## src/rtl/mux_gate_scheduler_if.sv

```systemverilog
// Request/response bundle for mux_gate_scheduler: per-requester opcode and operands in,
// one-hot grant, busy, done pulse, done_id and result out. dbg_state mirrors the FSM state.
interface mux_gate_scheduler_if #(
    parameter int N_REQ = 4,
    parameter int WIDTH = 8
);
    localparam int IDW = $clog2(N_REQ);

    // Handshake: a requester holds req high until it sees its grant bit; the unit samples
    // req only while idle, and the result is valid exactly in the cycle done is high.
    logic [N_REQ-1:0]       req;
    logic [3*N_REQ-1:0]     op;
    logic [WIDTH*N_REQ-1:0] opa;
    logic [WIDTH*N_REQ-1:0] opb;
    logic [N_REQ-1:0]       grant;
    logic                   busy;
    logic                   done;
    logic [IDW-1:0]         done_id;
    logic [WIDTH-1:0]       result;
    logic [1:0]             dbg_state;

    modport master (
        output req, op, opa, opb,
        input  grant, busy, done, done_id, result, dbg_state
    );

    modport slave (
        input  req, op, opa, opb,
        output grant, busy, done, done_id, result, dbg_state
    );
endinterface

```

## src/rtl/mux_gate_scheduler.sv

```systemverilog
// Round-robin scheduler for a bit-serial, single-2:1-mux gate unit (one result bit per clock).
// Define MUX_SCHED_FIXED_PRIO_EN for lowest-index-wins arbitration with no rotating pointer.
module mux_gate_scheduler #(
    parameter int N_REQ = 4,
    parameter int WIDTH = 8
) (
    input logic clk,
    input logic rst,
    mux_gate_scheduler_if.slave bus
);
    localparam int IDW = $clog2(N_REQ);
    localparam int CW  = $clog2(WIDTH + 1);
    localparam logic [CW-1:0] LAST_IDX = CW'(WIDTH - 1);

    typedef enum logic [1:0] {
        IDLE = 2'd0,
        EVAL = 2'd1,
        DONE = 2'd2
    } state_t;

    state_t           state_q, state_d;
    logic [CW-1:0]    idx_q, idx_d;
    logic [WIDTH-1:0] a_q, a_d;
    logic [WIDTH-1:0] b_q, b_d;
    logic [2:0]       opc_q, opc_d;
    logic [IDW-1:0]   id_q, id_d;
    logic [WIDTH-1:0] sr_q, sr_d;
    logic [WIDTH-1:0] result_q, result_d;
    logic [IDW-1:0]   done_id_q, done_id_d;

    logic             found;
    logic [IDW-1:0]   win;
    logic             i0, i1, y;
    logic [WIDTH-1:0] sr_shift;

`ifdef MUX_SCHED_FIXED_PRIO_EN
    always_comb begin
        found = 1'b0;
        win   = '0;
        for (int k = N_REQ - 1; k >= 0; k--) begin
            if (bus.req[k]) begin
                found = 1'b1;
                win   = IDW'(k);
            end
        end
    end
`else
    logic [IDW-1:0] ptr_q, ptr_d;

    // Walk downward so the last hit is the first requester at or above the pointer.
    always_comb begin
        int j;
        found = 1'b0;
        win   = '0;
        j     = 0;
        for (int k = N_REQ - 1; k >= 0; k--) begin
            j = int'(ptr_q) + k;
            if (j >= N_REQ) j = j - N_REQ;
            if (bus.req[j]) begin
                found = 1'b1;
                win   = IDW'(j);
            end
        end
    end

    always_comb begin
        ptr_d = ptr_q;
        if (state_q == IDLE && found) begin
            ptr_d = (int'(win) == N_REQ - 1) ? '0 : win + 1'b1;
        end
    end

    always_ff @(posedge clk) begin
        if (rst) ptr_q <= '0;
        else     ptr_q <= ptr_d;
    end
`endif

    // The A bit is the mux select; the opcode only chooses what feeds i0/i1.
    always_comb begin
        i0 = 1'b0;
        i1 = 1'b0;
        case (opc_q)
            3'd0:    begin i0 = 1'b0;     i1 = b_q[0];   end
            3'd1:    begin i0 = b_q[0];   i1 = 1'b1;     end
            3'd2:    begin i0 = 1'b1;     i1 = ~b_q[0];  end
            3'd3:    begin i0 = ~b_q[0];  i1 = 1'b0;     end
            3'd4:    begin i0 = b_q[0];   i1 = ~b_q[0];  end
            3'd5:    begin i0 = ~b_q[0];  i1 = b_q[0];   end
            default: begin i0 = 1'b0;     i1 = 1'b0;     end
        endcase
        y = a_q[0] ? i1 : i0;
        sr_shift            = sr_q >> 1;
        sr_shift[WIDTH-1]   = y;
    end

    always_comb begin
        state_d   = state_q;
        idx_d     = idx_q;
        a_d       = a_q;
        b_d       = b_q;
        opc_d     = opc_q;
        id_d      = id_q;
        sr_d      = sr_q;
        result_d  = result_q;
        done_id_d = done_id_q;
        case (state_q)
            IDLE: begin
                if (found) begin
                    id_d    = win;
                    opc_d   = bus.op[3*int'(win) +: 3];
                    a_d     = bus.opa[WIDTH*int'(win) +: WIDTH];
                    b_d     = bus.opb[WIDTH*int'(win) +: WIDTH];
                    idx_d   = '0;
                    state_d = EVAL;
                end
            end
            EVAL: begin
                sr_d  = sr_shift;
                a_d   = a_q >> 1;
                b_d   = b_q >> 1;
                idx_d = idx_q + 1'b1;
                if (idx_q == LAST_IDX) begin
                    result_d  = sr_shift;
                    done_id_d = id_q;
                    state_d   = DONE;
                end
            end
            DONE:    state_d = IDLE;
            default: state_d = IDLE;
        endcase
    end

    always_ff @(posedge clk) begin
        if (rst) begin
            state_q   <= IDLE;
            idx_q     <= '0;
            a_q       <= '0;
            b_q       <= '0;
            opc_q     <= '0;
            id_q      <= '0;
            sr_q      <= '0;
            result_q  <= '0;
            done_id_q <= '0;
        end else begin
            state_q   <= state_d;
            idx_q     <= idx_d;
            a_q       <= a_d;
            b_q       <= b_d;
            opc_q     <= opc_d;
            id_q      <= id_d;
            sr_q      <= sr_d;
            result_q  <= result_d;
            done_id_q <= done_id_d;
        end
    end

    // Grant is the first EVAL cycle only, so it can never overlap done.
    assign bus.grant     = (state_q == EVAL && idx_q == '0)
                           ? ({{(N_REQ-1){1'b0}}, 1'b1} << id_q) : '0;
    assign bus.busy      = (state_q != IDLE);
    assign bus.done      = (state_q == DONE);
    assign bus.done_id   = done_id_q;
    assign bus.result    = result_q;
    assign bus.dbg_state = state_q;
endmodule
```

## src/flat_wrapper.sv

```systemverilog
// flat-port wrapper written by rule: the top's interface ports become plain ports
module mux_gate_scheduler_flat 
#(
    parameter int N_REQ = 4,
    parameter int WIDTH = 8
)
  (clk, rst, bus_req, bus_op, bus_opa, bus_opb, bus_grant, bus_busy, bus_done, bus_done_id, bus_result, bus_dbg_state);
  mux_gate_scheduler_if #(.N_REQ(N_REQ), .WIDTH(WIDTH)) bus_i ();
  input logic clk;
  input logic rst;
  input wire logic [$bits(bus_i.req)-1:0] bus_req;
  input wire logic [$bits(bus_i.op)-1:0] bus_op;
  input wire logic [$bits(bus_i.opa)-1:0] bus_opa;
  input wire logic [$bits(bus_i.opb)-1:0] bus_opb;
  output wire logic [$bits(bus_i.grant)-1:0] bus_grant;
  output wire logic [$bits(bus_i.busy)-1:0] bus_busy;
  output wire logic [$bits(bus_i.done)-1:0] bus_done;
  output wire logic [$bits(bus_i.done_id)-1:0] bus_done_id;
  output wire logic [$bits(bus_i.result)-1:0] bus_result;
  output wire logic [$bits(bus_i.dbg_state)-1:0] bus_dbg_state;
  assign bus_i.req = bus_req;
  assign bus_i.op = bus_op;
  assign bus_i.opa = bus_opa;
  assign bus_i.opb = bus_opb;
  assign bus_grant = bus_i.grant;
  assign bus_busy = bus_i.busy;
  assign bus_done = bus_i.done;
  assign bus_done_id = bus_i.done_id;
  assign bus_result = bus_i.result;
  assign bus_dbg_state = bus_i.dbg_state;
  mux_gate_scheduler #(.N_REQ(N_REQ), .WIDTH(WIDTH)) u_core (.clk(clk), .rst(rst), .bus(bus_i));
endmodule
```

## config.mk

```make
export PLATFORM = sky130hd
export DESIGN_NAME = mux_gate_scheduler_flat
export DESIGN_NICKNAME = d
export VERILOG_FILES = /design/src/rtl/mux_gate_scheduler_if.sv /design/src/rtl/mux_gate_scheduler.sv /design/src/flat_wrapper.sv
export SDC_FILE = /design/constraint.sdc
export NUM_CORES = 1
export LEC_CHECK = 0
export BUFFER_PORTS_ARGS = -buffer_cell sky130_fd_sc_hd__buf_4
export CORE_UTILIZATION = 49
export DETAILED_ROUTE_END_ITERATION = 7
export GPL_TIMING_DRIVEN = 0
export PLACE_DENSITY = 0.87
export SLEW_MARGIN = 25
export SYNTH_ARGS = -nofsm -noshare
export SYNTH_HDL_FRONTEND = slang
export SYNTH_SLANG_ARGS = --single-unit
export TNS_END_PERCENT = 10
```

## constraint.sdc

```tcl
create_clock -name clk -period 2.46 [get_ports clk]
set_clock_uncertainty 0.2 [all_clocks]
set_input_delay 0.369 -clock clk [delete_from_list [all_inputs] [get_ports clk]]
set_output_delay 0.369 -clock clk [all_outputs]
set_load 0.01 [all_outputs]
```

=== Word level (Yosys, flattened, before mapping) ===
Index checks and enable logic that the tools add are counted.
W data, S select, Z words.

* Add/sub/neg operators: 9
* Multiply operators: 1
* Div/mod/pow operators: 0
* Magnitude comparators: 8
* Equality and inequality tests: 11
* Shifts and indexed selects: 4
* Multiplexer cells: 38
* Bitwise logic cells: 1
* Reductions and logical operators: 15

{| class="wikitable"
|+ Operators with widths
! kind !! number
|-
| $lt A32 B4 Y1 const B || 4
|-
| $mux W32 || 4
|-
| $ge A32 B4 Y1 const B || 3
|-
| $sub A32 B4 Y32 const B || 3
|-
| $shiftx A32 B6 Y8 || 2
|-
| $pmux W8 S2 || 2
|-
| $shiftx A12 B32 Y3 || 1
|-
| $mux W8 || 2
|-
| $mux W2 || 7
|-
| $mux W1 || 13
|-
| $bmux W1 S2 || 4
|-
| $mux W4 || 2
|-
| $pmux W4 S2 || 1
|-
| $reduce_and A2 Y1 || 4
|-
| $reduce_or A2 Y1 || 4
|-
| $add A2 B2 Y3 const B || 2
|-
| $eq A3 B2 Y1 const B || 2
|-
| $eq A3 B3 Y1 const B || 2
|-
| $pmux W1 S3 || 2
|-
| $add A4 B1 Y4 const B || 1
|-
| $eq A2 B1 Y1 const B || 2
|-
| $eq A4 B3 Y1 const B || 1
|-
| $logic_not A4 Y1 || 1
|-
| $mul A2 B2 Y4 const A || 1
|-
| other kinds (14) || 17
|}

* Bits in registers: 47
* Latch bits: 0
* Memory bits (writable): 0
* Memory bits (read-only): 0
* Output and inout port bits: 18
* Memories: 0

=== Depth between registers and ports, before layout ===
* Depth after elaboration: 13
* Gate-level depth with buffers: 7
* Depth with buffers taken out: 5

=== Worst setup path after synthesis ===
OpenSTA, ideal clock, no wires.

* Kind: register to output
* From: register u_core.idx_q[0]
* To: output bus_grant[0]
* Data arrival time: 1.389 ns
* Data required time: 1.891 ns
* Path slack: 0.502 ns
* Stages on the path, launching flop included: 5
* Buffers on the path: 0
* Cell sequence: dfxtp_1 -> inv_1 -> ha_1 -> or3b_2 -> nor4_1

* Cells in the longest elaborated chain, start to end: 3

{| class="wikitable"
|+ RTL lines
! what !! line !! text
|-
| start, declared || mux_gate_scheduler.sv:22 || <nowiki>logic [CW-1:0] idx_q, idx_d;</nowiki>
|-
| start signal, assigned || mux_gate_scheduler.sv:147 || <nowiki>idx_q <= idx_d;</nowiki>
|-
| $logic_not A4 Y1 || mux_gate_scheduler.sv:159 || <nowiki>assign bus.grant = (state_q == EVAL && idx_q == '0)</nowiki>
|-
| $logic_and A1 B1 Y1 || mux_gate_scheduler.sv:159 ||
|-
| $mux W4 || mux_gate_scheduler.sv:160 || <nowiki>? ({{(N_REQ-1){1'b0}}, 1'b1} << id_q) : '0;</nowiki>
|-
| end, declared || flat_wrapper.sv:15 || <nowiki>output wire logic [$bits(bus_i.grant)-1:0] bus_grant;</nowiki>
|}

No other way between the ends.

=== Final worst setup path ===
Ends and elaborated chain as after synthesis.

==> key figures <==
Timing
  – RSZ-0062 raised after global routing: false
  – Maximum clock rate: about 430 MHz
  – Final Hold Fails: 0
  – Final WS setup: roughly 0.15 ns
  – Max-slew violation count: 0
  – Worst-Margin Slew: about 0.61 ns
  – Ratio of final minimum period to clock period: between 90% and 100%
  – TNS Setup: 0 ns
  – Setup violators final: 0
  – Slew margin rel.: roughly three fifths
  – Minimum clock period: 2.306 ns

Placed design
  – RePlAce Congestion: 0.8051
  – HPWL Detailed: ~5100 um
  – Pre-CTS setup slack: 0.2747 ns
  – Number of port buffers: 99

Final layout
  – Synthesis-to-layout area growth: 36.17%
  – Share of cells above drive strength 1: 31.71%
  – Final Net Count: roughly 490
  – Antenna Cells: 0

Detailed routing
  – Detailed Routing Iterations Pass 1: 4
  – Post-Route WL: 6673 um
  – Via Count: between 2,000 and 3,000
  – Via-per-instance ratio: between 5 and 6
  – WL/cell: 13.90 um
  – Initial detailed-routing violation count: between 100 and 150
  – DRT antenna net count: 0
  – Drt drc: 0

Setup path
  – CP startpoint kind: register
  – Worst-path fanout max: 5
  – Worst EP required: around 1.9 ns
  – Crit path kind: reg2out
  – Worst EP arrival: ~1.7 ns
  – Worst Setup End Kind: output pin

Floorplanning
  – Initial core utilization: approximately half
  – Core region area: between 0.005 and 0.006 mm2
  – Die height: between 70 and 80 um
  – I/O pins: 100
  – Die X: ~75 um
  – Cell Rows: 26
  – Die area: approximately 0.0056 mm2

Synthesis
  – Yosys reg bits: between 40 and 50
  – Synth Instances: 303
  – Dominant cells by area after synthesis: dfxtp_1 (36%), mux2i_1 (14%), nand2_1 (7.9%), o221ai_1 (5.8%), a21o_1 (5.0%)
  – FFs w/ async S/R, synth: 0%
  – Cell Area, Synth: 0.002577 mm2
  – Share of the synthesized area in the top cell type: between 30% and 40%
  – Sequential cell area fraction in the yosys report: between 30 and 40%
  – Synth area leader: dfxtp_1
  – Most common flop cell mapped by yosys: dfxtp_1
  – Post-synth EDFFs: 0
  – Mean Syn Cell Area: around 8.5 um2
  – Most instantiated cells after synthesis: nand2_1 (54), dfxtp_1 (46), mux2i_1 (36), a21oi_1 (24), nand3_1 (21)
  – Unique masters post-synth: 46
  – Syn nets: 387
  – Top-count cell post-synth: nand2_1
  – YS warnings: 0

Clock network
  – Hold-fix buffer count after cts: 0
  – Clk_lat worst skew: about 0.3 ns
  – Clk buf depth: 2
  – CTS tree: built
  – CTS Sinks: between 40 and 50
  – Post CTS Setup Buffer Count: 0
  – Clock transition at the registers of the reported paths: 0.09 ns
  – CTS buffer count: 5
  – Root buf cell: clkbuf_8
  – H-tree Lvls: 2

Power and ir drop
  – VDD IR-drop max: between 0.3 and 0.4 mV
  – Power per cell area: 543.3 mW/mm2
  – Cell leakage power: ~1.5 nW

Global routing
  – Grt ovf: 0
  – Initial antenna violation count: 0
  – Overall Global Routing Usage: 25.16%
  – Pin count of the biggest net entering global routing: 17
  – Global-route wire length before repair: approximately 11,000 um
  – Vias in the first global route: 2,447

Job
  – Max Cap Viol: 0

Run status
  – Outcome: complete, no violations

Worst hold path
  – HP Class: in2reg
-- cell families (layout without fill, tap and decap cells) --
group	count (synthesis)	in the layout	synth area share, %
flops	46	46	35.73
fa+ha+maj	3	3	1.359
simple gates	118	118	22.77
compound gates	74	74	20.63
mux	36	36	13.98
xor+xnor	2	2	0.6797
buf+inv	24	131	4.854
-- per-stage QoR --
step	hold slack [ns]	util (%)	power (mW)	std cells	instance area [um2]
floorplan	0.2321	-	1.240	303	2577
global placement	0.2381	67.16	1.425	472	3408
detailed placement	0.2493	67.16	1.440	472	3408
CTS	0.1631	69.06	1.911	480	3505
global route	0.1554	69.16	2.010	480	3510
finish	0.1666	69.16	1.907	480	3510
-- sequential cells by signal, summed over array words and instances, names as in the netlist --
| register | cells |
|---|---|
| u_core.a_q | 8 |
| u_core.b_q | 8 |
| u_core.bus.result | 8 |
| u_core.sr_q | 7 |
| u_core.idx_q | 4 |
| u_core.opc_q | 3 |
| u_core.bus.dbg_state | 2 |
| u_core.bus.done_id | 2 |
| u_core.id_q | 2 |
| u_core.ptr_q | 2 |
-- metal layers --
layer	up-vias	wire [um]	global-route usage, %
li1	1301	-	-
met2	93	3414	45.85
met5	-	0	0
met3	9	391	5.285
met4	0	92	6.918
met1	1217	2775	29.68
-- cells in the final DEF, fill, tap and decap left out, drive strengths merged --
| cell | netlist | routed |
|---|---|---|
| nand2 | 54 | 54 |
| nand3 | 22 | 22 |
| a211oi | 2 | 2 |
| nor3 | 3 | 3 |
| nand4 | 1 | 1 |
| or3b | 1 | 1 |
| nor2b | 4 | 4 |
| xor2 | 1 | 1 |
| and2 | 1 | 1 |
| buf | 12 | 110 |
| o21ai | 5 | 5 |
| o221ai | 17 | 17 |
| o311ai | 1 | 1 |
| maj3 | 1 | 1 |
| a211o | 1 | 1 |
| mux2i | 36 | 36 |
| o22ai | 1 | 1 |
| or2 | 2 | 2 |
| o21a | 1 | 1 |
| clkinv | 1 | 2 |
| o32ai | 1 | 1 |
| o211ai | 3 | 3 |
| nand3b | 3 | 3 |
| nand2b | 5 | 5 |
| nor2 | 17 | 17 |
| xnor2 | 1 | 1 |
| nor3b | 1 | 1 |
| inv | 4 | 5 |
| dfxtp | 46 | 46 |
| clkinvlp | 0 | 1 |
| a21o | 17 | 17 |
| nor4 | 3 | 3 |
| clkbuf | 7 | 13 |
| a21oi | 24 | 24 |
| o211a | 1 | 1 |
| ha | 2 | 2 |
| and2b | 1 | 1 |
-- what timing repair did --
| item | CTS | global route |
|---|---|---|
| endpoints found under the setup margin | 4 | 2 |
| gates resized for setup | 2 | 3 |
| cloned | 0 | 0 |
-- report_power, final --
group | internal, mW | switching, mW | total [mW] | leakage (nW)
Sequential | 0.816 | 0.0542 | 0.870 | 0.377
Combinational | 0.288 | 0.270 | 0.558 | 1.06
Clock | 0.205 | 0.273 | 0.479 | 0.0447
-- worst max-delay path, stage by stage (launching register included) --
cell and delay [ns]:
dfxtp_1 0.35, inv_1 0.07, ha_1 0.16, or3b_2 0.46
nor4_1 0.23, buf_4 0.16
-- area by class of cell --
type	count	area [um2]
Tap cell	70	87.58
Inverter	5	18.77
Multi-Input combinational cell	233	1531
Clock buffer	5	68.82
Buffer	19	111.4
Clock inverter	3	25.02
Timing Repair Buffer	99	743.2
Sequential cell	46	923.4
Fill cell	410	1565
-- path summary, 6_finish.rpt --
path / startpoint / end / slack (ns) / cells past startpoint
setup / recovery: u_core.idx_q[0]$_SDFFE_PP0P_ / bus_grant[0] / 0.15 / 5
hold reg to reg: u_core.bus.result[2]$_SDFFE_PP0P_ / u_core.bus.result[2]$_SDFFE_PP0P_ / 0.26 / 2
setup reg to reg: u_core.ptr_q[0]$_SDFFE_PP0P_ / u_core.b_q[0]$_SDFFE_PP0P_ / 0.43 / 5
hold / removal: bus_opb[15] / u_core.b_q[7]$_SDFFE_PP0P_ / 0.17 / 3
Power figures use the tool's default switching activity.
